## config.mk

```make
export PLATFORM = sky130hd
export DESIGN_NAME = multi_input_adder_unbiased_round
export DESIGN_NICKNAME = d
export VERILOG_FILES = /design/src/rtl/num_pkg.sv /design/src/rtl/unbiased_round_sat.sv /design/src/rtl/multi_input_adder_unbiased_round.sv
export SDC_FILE = /design/constraint.sdc
export NUM_CORES = 1
export LEC_CHECK = 0
export ABC_AREA = 1
export CORE_UTILIZATION = 30
export CTS_BUF_LIST = sky130_fd_sc_hd__clkbuf_4 sky130_fd_sc_hd__clkbuf_8
export CTS_CLUSTER_SIZE = 30
export DETAILED_ROUTE_END_ITERATION = 10
export RECOVER_POWER = 25
export SYNTH_ARGS = -nofsm -noshare
export SYNTH_HDL_FRONTEND = slang
export SYNTH_SLANG_ARGS = --single-unit
export TNS_END_PERCENT = 5
```

## constraint.sdc

```tcl
create_clock -name clk -period 3.8 [get_ports clk]
set_input_delay 0.38 -clock clk [delete_from_list [all_inputs] [get_ports clk]]
set_output_delay 0.38 -clock clk [all_outputs]
set_load 0.01 [all_outputs]
```

## src/rtl/num_pkg.sv

```systemverilog
// rtl/num_pkg.sv - width, tree-shape and saturation-limit helpers for the rounding adder
package num_pkg;

  // Full-precision width of a sum of num_input operands of width_in bits.
  function automatic int sum_width(input int num_input, input int width_in);
    return width_in + $clog2(num_input);
  endfunction

  // Register levels in the adder tree; a single input still gets one register.
  function automatic int adder_levels(input int num_input);
    return (num_input > 1) ? $clog2(num_input) : 1;
  endfunction

  // Operands present at a tree level (level 0 is the input vector).
  function automatic int level_count(input int num_input, input int level);
    return (num_input + (1 << level) - 1) >> level;
  endfunction

  // Flat index of the first operand of a level when all levels are laid end to end.
  function automatic int level_offset(input int num_input, input int level);
    int off;
    off = 0;
    for (int k = 0; k < level; k++) begin
      off += level_count(num_input, k);
    end
    return off;
  endfunction

  // Largest output code for the given width and signedness.
  function automatic longint sat_max(input int width_out, input int is_signed);
    if (is_signed != 0) begin
      return (64'sd1 <<< (width_out - 1)) - 64'sd1;
    end
    return (64'sd1 <<< width_out) - 64'sd1;
  endfunction

  // Smallest output code; fractional signed data keeps the range symmetric.
  function automatic longint sat_min(input int width_out, input int is_signed, input int is_fraction);
    if (is_signed == 0) begin
      return 64'sd0;
    end
    if (is_fraction != 0) begin
      return -((64'sd1 <<< (width_out - 1)) - 64'sd1);
    end
    return -(64'sd1 <<< (width_out - 1));
  endfunction

endpackage

```

## src/rtl/unbiased_round_sat.sv

```systemverilog
// rtl/unbiased_round_sat.sv - registered round-half-to-even and saturation stage
module unbiased_round_sat
  import num_pkg::*;
#(
  parameter int WIDTH_IN    = 10,
  parameter int WIDTH_OUT   = 8,
  parameter int IS_SIGNED   = 1,
  parameter int IS_FRACTION = 0
) (
  input  logic                 clk,
  input  logic                 rst,
  input  logic                 ena,
  input  logic [WIDTH_IN-1:0]  din,
  output logic [WIDTH_OUT-1:0] dout
);

  // Bits dropped (positive) or added (negative) to reach the output width.
  localparam int D  = WIDTH_IN - WIDTH_OUT;
  // Working width: the wider side plus a guard bit and a sign bit for unsigned data.
  localparam int WG = ((WIDTH_IN > WIDTH_OUT) ? WIDTH_IN : WIDTH_OUT) + 2;

  localparam logic signed [WG-1:0] SAT_HI = WG'(sat_max(WIDTH_OUT, IS_SIGNED));
  localparam logic signed [WG-1:0] SAT_LO = WG'(sat_min(WIDTH_OUT, IS_SIGNED, IS_FRACTION));

  logic signed [WG-1:0]  s_ext;
  logic signed [WG-1:0]  rnd;
  logic [WIDTH_OUT-1:0]  sat;

  if (IS_SIGNED != 0) begin : g_sext
    assign s_ext = WG'($signed(din));
  end else begin : g_zext
    assign s_ext = WG'(din);
  end

  if (D > 0) begin : g_round
    localparam logic [D-1:0] HALF = D'(1) << (D - 1);
    logic signed [WG-1:0] q;
    logic [D-1:0]         r;
    logic                 inc;
    // Floor division by 2^D; zero-extended unsigned data makes >>> act as a logical shift.
    assign q   = s_ext >>> D;
    assign r   = din[D-1:0];
    // Round up above the half point, and on an exact tie only when that lands on an even code.
    assign inc = (r > HALF) || ((r == HALF) && q[0]);
    assign rnd = q + WG'(inc);
  end else if (IS_FRACTION != 0) begin : g_widen_frac
    assign rnd = s_ext <<< (-D);
  end else begin : g_widen_int
    assign rnd = s_ext;
  end

  // Clamp the rounded value into the representable output range.
  always_comb begin
    sat = rnd[WIDTH_OUT-1:0];
    if (rnd > SAT_HI) begin
      sat = SAT_HI[WIDTH_OUT-1:0];
    end else if (rnd < SAT_LO) begin
      sat = SAT_LO[WIDTH_OUT-1:0];
    end
  end

  // Output register, the final pipeline stage.
  always_ff @(posedge clk or posedge rst) begin
    if (rst) begin
      dout <= '0;
    end else if (ena) begin
      dout <= sat;
    end
  end

endmodule

```

## src/rtl/multi_input_adder_unbiased_round.sv

```systemverilog
// rtl/multi_input_adder_unbiased_round.sv - pipelined multi-input adder with unbiased requantisation
module multi_input_adder_unbiased_round
  import num_pkg::*;
#(
  parameter int NUM_INPUT   = 2,
  parameter int WIDTH_IN    = 8,
  parameter int WIDTH_OUT   = 8,
  parameter int IS_SIGNED   = 1,
  parameter int IS_FRACTION = 0
) (
  input  logic                                clk,
  input  logic                                rst,
  input  logic                                ena,
  input  logic [NUM_INPUT-1:0][WIDTH_IN-1:0]  din,
  output logic [WIDTH_OUT-1:0]                dout
);

  localparam int WT   = sum_width(NUM_INPUT, WIDTH_IN);
  localparam int LA   = adder_levels(NUM_INPUT);
  // Registered tree nodes across all levels; the last one holds the full sum.
  localparam int NREG = level_offset(NUM_INPUT, LA + 1) - NUM_INPUT;

  if (NUM_INPUT < 1 || WIDTH_IN < 1 || WIDTH_OUT < 1) begin : g_bad_param
    $error("multi_input_adder_unbiased_round: NUM_INPUT, WIDTH_IN and WIDTH_OUT must be positive");
  end

  logic [WT-1:0] ext  [NUM_INPUT];
  logic [WT-1:0] node [NREG];

  // Extend every input to the full sum width so the tree can never overflow.
  for (genvar i = 0; i < NUM_INPUT; i++) begin : g_ext
    if (IS_SIGNED != 0) begin : g_s
      assign ext[i] = WT'($signed(din[i]));
    end else begin : g_u
      assign ext[i] = WT'(din[i]);
    end
  end

  // Balanced pairwise tree: each node adds two operands of the previous level,
  // an unpaired last operand is carried forward through its own register.
  for (genvar l = 1; l <= LA; l++) begin : g_lvl
    localparam int CNT_PREV = level_count(NUM_INPUT, l - 1);
    for (genvar j = 0; j < level_count(NUM_INPUT, l); j++) begin : g_node
      localparam int DST = level_offset(NUM_INPUT, l) - NUM_INPUT + j;
      localparam int SRC = level_offset(NUM_INPUT, l - 1) - NUM_INPUT + 2 * j;
      logic [WT-1:0] a;
      logic [WT-1:0] b;

      if (l == 1) begin : g_from_in
        assign a = ext[2*j];
        if (2 * j + 1 < CNT_PREV) begin : g_pair
          assign b = ext[2*j+1];
        end else begin : g_odd
          assign b = '0;
        end
      end else begin : g_from_node
        assign a = node[SRC];
        if (2 * j + 1 < CNT_PREV) begin : g_pair
          assign b = node[SRC+1];
        end else begin : g_odd
          assign b = '0;
        end
      end

      // One pipeline register per tree node.
      always_ff @(posedge clk or posedge rst) begin
        if (rst) begin
          node[DST] <= '0;
        end else if (ena) begin
          node[DST] <= a + b;
        end
      end
    end
  end

  unbiased_round_sat #(
    .WIDTH_IN    (WT),
    .WIDTH_OUT   (WIDTH_OUT),
    .IS_SIGNED   (IS_SIGNED),
    .IS_FRACTION (IS_FRACTION)
  ) u_round (
    .clk  (clk),
    .rst  (rst),
    .ena  (ena),
    .din  (node[NREG-1]),
    .dout (dout)
  );

endmodule

```

==> impl_metrics.json <==
{
  "status": "finished clean",
  "min_period_over_period_pct": 49.4,
  "area_delta_synth_final_pct": 29.4,
  "timing.fmax_mhz": 533,
  "vias": 1152,
  "grt_pass1_vias": 1074,
  "hp-start": "u_round.dout[1]$_DFFE_PP0P_",
  "cts_max_level": 1,
  "first_pass_iters": 4,
  "hold_path.class": "reg -> reg",
  "cpPeakStageDelay_ns": 0.44,
  "cts_tree": "done",
  "sw_frac_of_total_pct": 32.4,
  "holdBufCountCts": 0,
  "yosysSeqAreaShare_pct": 34.2,
  "final_nets": 243,
  "worst_slew_pin_slew_ns": 0.634,
  "synth_compound_area_share_pct": 3.32,
  "port_buffers": 26,
  "worstPathMaxFanout": 4,
  "fp.dieH_um": 66.4,
  "fill_cells": 425,
  "p_leak_nw": 0.835,
  "hold-path-endpoint": "u_round.dout[1]$_DFFE_PP0P_",
  "crit_chain": "clkdlybuf4s50_1 -> ha_1 -> fa_1 -> nand3_1 -> nand3_1 -> nand2_1 -> nand2_1 -> nand2_1 -> nand2_1 -> nand2_1 -> nand2_1",
  "yosysWarnings": 0,
  "drt_iter0_drc": 65,
  "ant_nets": 0,
  "numCtsBuffers": 3,
  "grt_usage_pct": 13.7,
  "clockBufferDepth": 2,
  "drc": 0,
  "end_kind": "flop",
  "rsz0062_at_grt": "false",
  "gp_congestion": 0.804,
  "cap_viol_max_count": 0,
  "crit_cells": 11,
  "syn_area_mm2": 0.00124,
  "cp.buffers_inverters": 1,
  "core_mm2": 0.00400,
  "synth.avg_cell_area_um2": 6.72,
  "initial_core_util_pct": 31.1,
  "final_max_slew_viol_count": 0,
  "crit_top_cell": "nand2_1",
  "p_comb_share_pct": 34.4,
  "grt_max_degree": 18,
  "synth_ff_type": "dfrtp_1",
  "synth_edf_count": 0,
  "preCtsSetupSlack_ns": 1.65,
  "peakVddDrop_uv": 100,
  "setup_viol": 0,
  "synthXorXnorAreaFrac_pct": 3.52,
  "intPower_uw": 396,
  "synthArstFlopShare_pct": 100,
  "multi_input_area_um2": 711,
  "muxShareOfSynthArea_pct": 0,
  "reg2reg_to": "u_round.dout[3]$_DFFE_PP0P_",
  "ctsRootBufferMaster": "clkbuf_8",
  "setup_ws_ns": 1.92,
  "synth_nets": 214,
  "tns_ns": 0,
  "drive_gt1_share_pct": 6.57,
  "grt_pass1_wl_um": 4630,
  "hold_depth": 2,
  "hpwl_um": 2040,
  "p_seq_share_pct": 41.3,
  "post_synth_num_cell_types": 19,
  "cts_resized": 0,
  "vias_per_cell": 4.38,
  "synth-adder-area-share_pct": 10.7,
  "synth_simple_gate_area_share_pct": 39.6,
  "cpMaxStageDelayCell": "fa_1",
  "utilization_pct": 40.2,
  "rows": 23,
  "worstPathArrival_ns": 2.02,
  "fin_skew_ns": 0.00186,
  "postCtsSetupBuffers": 0,
  "dieArea_mm2": 0.00441,
  "rrSetupSlack_ns": 2.18,
  "r2r-start": "node[0]$_DFFE_PP0P_",
  "critPathTopFamily": "adder cells",
  "synth_top_family_by_area": "simple AND/OR/NAND/NOR gates",
  "wl_um": 2530,
  "clkPwrFrac_pct": 24.3,
  "clk_latency_ns": 0.25,
  "num_io_pins": 27,
  "period_minus_slack_ns": 1.88,
  "die_w_um": 66.4,
  "path_clk_slew_ns": 0.06,
  "syn_inst": 185,
  "cts.sinks": 17,
  "grt_overflow": 0,
  "antenna_found_initial": 0,
  "cp.required_ns": 3.95,
  "powerDensity_mw_per_mm2": 364,
  "start_kind": "input port",
  "relSlewSlack_pct": 57.7,
  "wl_per_cell_um": 9.63,
  "power_switching_uw": 189,
  "diodes": 0,
  "ff_latch_area_um2": 425,
  "hold_violations": 0,
  "yosys_register_bits": 17,
  "reg2reg_depth": 11,
  "path_class": "in -> reg"
}
-- through the flow --
step,hold WS [ns],power (mW),cell area (um^2),std cells
CTS,0.490,0.592,1610,263
global placement,0.466,0.447,1560,259
detailed placement,0.473,0.450,1560,259
finish,0.480,0.585,1610,263
global route,0.509,0.636,1610,263
floorplan,0.306,0.365,1240,185
-- cells by family after synthesis --
kind of cell / Yosys count
AOI/OAI and AO/OA: 8
xor gates and xnor gates: 5
adders and majority gates: 10
buffers and inverters: 28
DFF: 17
and+or+nand+nor: 117
-- how the worst max path moves through the flow --
| stage | from | end |
|---|---|---|
| 2_1_floorplan | din[0] | node[8]$_DFFE_PP0P_ |
| 3_3_place_gp | din[0] | node[8]$_DFFE_PP0P_ |
| 3_5_place_dp | din[0] | node[8]$_DFFE_PP0P_ |
| 4_1_cts | din[0] | node[8]$_DFFE_PP0P_ |
| 5_1_grt | din[0] | node[8]$_DFFE_PP0P_ |
| 6_report | din[0] | node[8]$_DFFE_PP0P_ |
-- power by group through the flow --
stage | clock (mW) | combinational [mW] | sequential, mW
after detailed placement | 0 | 0.205 | 0.245
after global placement | 0 | 0.203 | 0.245
after global routing | 0.156 | 0.233 | 0.247
final | 0.142 | 0.201 | 0.242
after floorplan | 0 | 0.117 | 0.249
after CTS | 0.145 | 0.205 | 0.242
-- cell type report --
class | instances | area share (%)
Inverter | 25 | 5.83
Clock buffer | 4 | 3.03
Tap cell | 50 | 3.89
Multi-Input combinational cell | 140 | 44.2
Timing Repair Buffer | 27 | 16.6
Sequential cell | 17 | 26.4
-- cells in the mapped netlist (3+ instances only) --
cell	number	area, um^2
nand2_1	65	244
ha_1	9	113
nand2_2	4	25.0
nor2_2	3	18.8
nor2_1	25	93.8
dfrtp_1	17	425
nand3_1	14	70.1
o21ai_0	4	20.0
xnor2_1	3	26.3
nand4_1	5	31.3
a21oi_1	3	15.0
inv_1	24	90.1
-- per-layer routing --
layer | wire length [um] | track usage [%] | up-vias
li1 | - | - | 627
met1 | 1220 | 16.5 | 492
met2 | 1190 | 24.5 | 28
met3 | 83 | 1.55 | 5
met4 | 42 | 5.59 | 0
met5 | 0 | 0 | -
-- cells in the final DEF (no fill, tap or decap) --
cell / n
nand2_1: 65
nor2_1: 25
clkdlybuf4s50_1: 25
inv_1: 24
dfrtp_1: 17
nand3_1: 14
ha_1: 9
nand4_1: 5
o21ai_0: 4
nand2_2: 4
a21oi_1: 3
xnor2_1: 3
nor2_2: 3
clkbuf_8: 3
xor2_1: 2
inv_2: 1
o22ai_1: 1
nand3_2: 1
fa_1: 1
clkbuf_4: 1
dlygate4sd3_1: 1
buf_4: 1
-- state kept, by name, indices dropped and copies added, names as in the netlist --
signal and cells:
u_round.dout 8, node 9
-- worst reg2reg max path, delay by kind of cell (launching register included) --
family,cells,cell delay [ns]
flip-flops,1,0.38
AND/OR/NAND/NOR,9,0.85
adder cells (fa/ha/maj),1,0.24
buffers and inverters,1,0.09
No activity file was read; power rests on OpenSTA's default activity.
==> variant 1, RTL diff (same flow settings) <==
`NUM_INPUT`: 2 -> 4.
--- a/src/rtl/multi_input_adder_unbiased_round.sv
+++ b/src/rtl/multi_input_adder_unbiased_round.sv
@@ -4,3 +4,3 @@
 #(
-  parameter int NUM_INPUT   = 2,
+  parameter int NUM_INPUT   = 4,
   parameter int WIDTH_IN    = 8,
Interface: changed (resized din); port bits go from 27 to 43. No check against the original RTL was run, so the function may have changed too.
==> variant 1 against the original RTL <==
Global-route usage shrank 0.39 points. Maximum frequency is 2.8% higher. Clock skew increased by 0.0041 ns. Sequential cell count grew 19. Routed wire length increased by 120%. Count of clock-buffer cells in the layout rose by 3. Critical path type unchanged. Critical endpoint is now g_lvl[2].g_node[0].b[8]. Synthesized area rose by 120%. Final area up 110%. Via count increased by 110%. Combinational power rose to 3.0 times the old value. Non-clock buffer count rose by 17. Sequential power rose by 130%. Setup slack improved by 0.052 ns. Total power is 150% higher.
==> variant 1: results (changes against the original RTL) <==
Parameter                              Value

Status
  Status    finished clean

Global routing
  Maximum number of pins on one net before global-route repair    45 (+27)
  Wire length of the first global-routing pass    10.4 mm (+130%)
  Overall Global Routing Usage    13.3% (-0.39 points)
  Number of global-route vias before repair    2,415 (+120%)

Worst setup path
  Worst endpoint data arrival time    2.00 ns (-0.02 ns)
  Reg2reg path depth    8 (-3)
  Reg-to-reg setup timing slack    2.09 ns (-0.09 ns)
  Reg2Reg Capture Point    node[8]

Cells and area
  NumNets Final    500 (+110%)
  Flip-flop count of the largest register after layout    10 (+1)
  Fill cells    929 (+120%)
  Proportion of layout cells with a drive suffix above 1    4.36% (-2.2 points)

Detailed routing
  Total Wirelength    5.66 mm (+120%)
  Iter 0 DRT Violations    51 (-22%)

Pwr
  Leakage Power    1.77 nW (+110%)
  Peak supply drop    0.144 mV (+43%)

Placed design
  Worst slack, placed    1.66 ns (+0.00549 ns)
  Placer Congestion    0.816 (+1.5%)
  PortBufs    42 (+62%)

Synth
  Top cells by instance count after synthesis    sky130_fd_sc_hd__nand2_1, sky130_fd_sc_hd__inv_1, sky130_fd_sc_hd__nand3_1
  Cell types occupying the most area after synthesis    sky130_fd_sc_hd__dfrtp_1, sky130_fd_sc_hd__nand2_1, sky130_fd_sc_hd__ha_1
  Post-synthesis net count    456 (+110%)
  Yosys cell types    25 (+6)
  Share of synthesized area occupied by flip-flops and latches    33.3% (-0.87 points)

Clock network
  CTS Buf Count    5 (+2)
  Clock network latency to the later pin of the worst-skew pair    0.29 ns (+0.04 ns)
  H-tree levels    2 (+1)
==> variant 1: cell count changes in the layout (fill, tap and decap cells not counted), moves of 16 or more <==
| cell | delta |
|---|---|
| sky130_fd_sc_hd__dfrtp_1 | +19 |
| sky130_fd_sc_hd__clkdlybuf4s50_1 | +16 |
| sky130_fd_sc_hd__ha_1 | +17 |
| sky130_fd_sc_hd__nand2_1 | +96 |
| sky130_fd_sc_hd__inv_1 | +26 |
| sky130_fd_sc_hd__nand3_1 | +23 |
==> variant 1: cell families (layout without fill, tap and decap cells) <==
| family | Yosys count | count (layout) | share of synthesized area (%) |
|---|---|---|---|
| AOI/OAI and AO/OA | 32 | 32 | 6.06 |
| adders and majority gates | 29 | 29 | 14.3 |
| and+or+nand+nor | 229 | 229 | 35.3 |
| DFF | 36 | 36 | 33.3 |
| xor gates and xnor gates | 8 | 8 | 2.59 |
| buffers and inverters | 58 | 102 | 8.43 |
==> variant 1: worst min-delay path: stages, from the launching register on <==
cell                      delay (ns)
sky130_fd_sc_hd__dfrtp_1        0.34
sky130_fd_sc_hd__nand2_1        0.06
sky130_fd_sc_hd__nand2_1        0.05
==> variant 1: how the worst max path moves through the flow <==
stage	slack (ns)	depth (start not counted)	from	end
2_1_floorplan	2.23	10	din[0]	g_lvl[2].g_node[0].a[8]
3_3_place_gp	1.70	11	din[16]	g_lvl[2].g_node[0].b[8]
3_5_place_dp	1.66	11	din[16]	g_lvl[2].g_node[0].b[8]
4_1_cts	1.96	11	din[16]	g_lvl[2].g_node[0].b[8]
5_1_grt	1.85	11	din[16]	g_lvl[2].g_node[0].b[8]
6_report	1.98	11	din[16]	g_lvl[2].g_node[0].b[8]
==> variant 1: stage by stage <==
stage | cell area (um2) | power [mW] | hold slack [ns] | cells
2_1_floorplan | 2700 | 0.977 | 0.446 | 392
3_3_place_gp | 3240 | 1.17 | 0.462 | 537
3_5_place_dp | 3240 | 1.18 | 0.465 | 537
4_1_cts | 3330 | 1.48 | 0.485 | 544
5_1_grt | 3330 | 1.61 | 0.512 | 544
6_report | 3330 | 1.46 | 0.478 | 544
==> variant 1: per-layer routing <==
layer	GRT usage, %	wire length (um)
met1	16.8	2710
met2	23.1	2690
met3	2.75	203
met4	3.44	60
met5	0	0
==> variant 1: final cells by class <==
cell class | instances | area share, %
Timing Repair Buffer | 44 | 13.1
Sequential cell | 36 | 27.0
Inverter | 51 | 5.74
Multi-Input combinational cell | 298 | 47.2
Clock buffer | 7 | 2.89
Tap cell | 108 | 4.05
==> variant 1: power by group <==
part           switching, mW  internal [mW]
Combinational          0.324          0.276
Clock                  0.132          0.161
Sequential            0.0805          0.485
==> variant 2, RTL diff (config.mk and constraints unchanged) <==
Made on the original files. Reset style: synchronous (`rst`), changed in 2 clocked blocks.
--- a/src/rtl/unbiased_round_sat.sv
+++ b/src/rtl/unbiased_round_sat.sv
@@ -62,3 +62,3 @@
   // Output register, the final pipeline stage.
-  always_ff @(posedge clk or posedge rst) begin
+  always_ff @(posedge clk) begin
     if (rst) begin
--- a/src/rtl/multi_input_adder_unbiased_round.sv
+++ b/src/rtl/multi_input_adder_unbiased_round.sv
@@ -65,3 +65,3 @@
       // One pipeline register per tree node.
-      always_ff @(posedge clk or posedge rst) begin
+      always_ff @(posedge clk) begin
         if (rst) begin
Check against the original RTL: differs if rst is asserted again (counterexample within 4 cycles, from zero or initial values and one cycle with rst high); with rst held inactive, the same outputs for 10 cycles.
==> variant 2 against the original RTL <==
Sequential cell count stayed put. Sequential share of layout area is 1.9 points higher. Final area is 5.6% lower. Total power is 16% lower. Synthesized area is 6.6% lower. Routed wire length is 14% lower. Final cell count is 8.7% lower. Setup slack better by 0.059 ns. Largest cell class unchanged. Largest power group unchanged. Highest routed layer unchanged.
==> variant 2: results (changes against the original RTL) <==
Parameter                              Value

Synth
  Top cells by instance count after synthesis    sky130_fd_sc_hd__nand2_1, sky130_fd_sc_hd__inv_1, sky130_fd_sc_hd__nor2_1
  Proportion of register bits with asynchronous set or reset after synthesis    0% (-100 points)
  Cell types occupying the most area after synthesis    sky130_fd_sc_hd__edfxtp_1, sky130_fd_sc_hd__nand2_1, sky130_fd_sc_hd__dfxtp_1
  Post-synthesis net count    192 (-10%)
  Dominant synthesized flop cell    sky130_fd_sc_hd__edfxtp_1
  Share of synthesized area occupied by flip-flops and latches    37.1% (+2.9 points)
  Count of flip-flops with a built-in enable after synthesis    9 (+9)

Global routing
  Number of global-route vias before repair    928 (-14%)
  Overall Global Routing Usage    11.9% (-1.8 points)

Pwr
  Peak supply drop    0.0939 mV (-6.4%)
  Leakage Power    0.741 nW (-11%)

Timing
  Worst Hold Margin    0.447 ns (-0.0329 ns)
  Worst clock skew    0.000796 ns (-0.00107 ns)

Worst setup path
  Reg-to-reg setup timing slack    2.20 ns (+0.02 ns)
  Launching point of the worst reg2reg path    node[0][1]
  Maximum single-stage delay on the critical path    0.42 ns (-0.02 ns)
  Worst endpoint data arrival time    1.82 ns (-0.20 ns)

Hold path
  Worst Hold Path EP    u_round.dout[4]
  Min-delay src    u_round.dout[4]

Cells and area
  Proportion of layout cells with a drive suffix above 1    4.69% (-1.9 points)
  NumNets Final    222 (-8.6%)

Placed design
  Number of instances in the placed design    236 (-8.9%)
  Post-detail-place hpwl    1.77 mm (-13%)

Detailed routing
  Iter 0 DRT Violations    23 (-65%)
  Total Wirelength    2.18 mm (-14%)

Status
  Status    finished clean
[variant 2: cell type report]
type / count / area [um2] / share of cell area (%)
clock buffer: 4 / 48.8 / 3.21
inverter: 20 / 75.1 / 4.94
multi-input combinational: 125 / 644 / 42.4
sequential: 17 / 430 / 28.3
tap: 48 / 60.1 / 3.95
timing repair buffer: 26 / 260 / 17.1
[variant 2: kinds of logic (layout without fill, tap and decap cells)]
logic type      Yosys count  count (layout)  synth area share, %
flops                    17              17                 37.1
fa+ha+maj                10              10                 11.4
compound gates           17              17                 7.54
simple gates             94              94                 33.5
xor+xnor                  4               4                 3.02
buf+inv                  21              50                 7.44
[variant 2: where the power goes]
group,internal [mW],switching (mW)
registers,0.212,0.0116
logic,0.0568,0.0635
clock network,0.0817,0.0632
total,0.351,0.138
[variant 2: layer usage]
| layer | up-vias | wire length (um) |
|---|---|---|
| met5 | - | 0 |
| met4 | 0 | 38 |
| met3 | 4 | 61 |
| met2 | 21 | 1070 |
| met1 | 434 | 1020 |
| li1 | 577 | - |
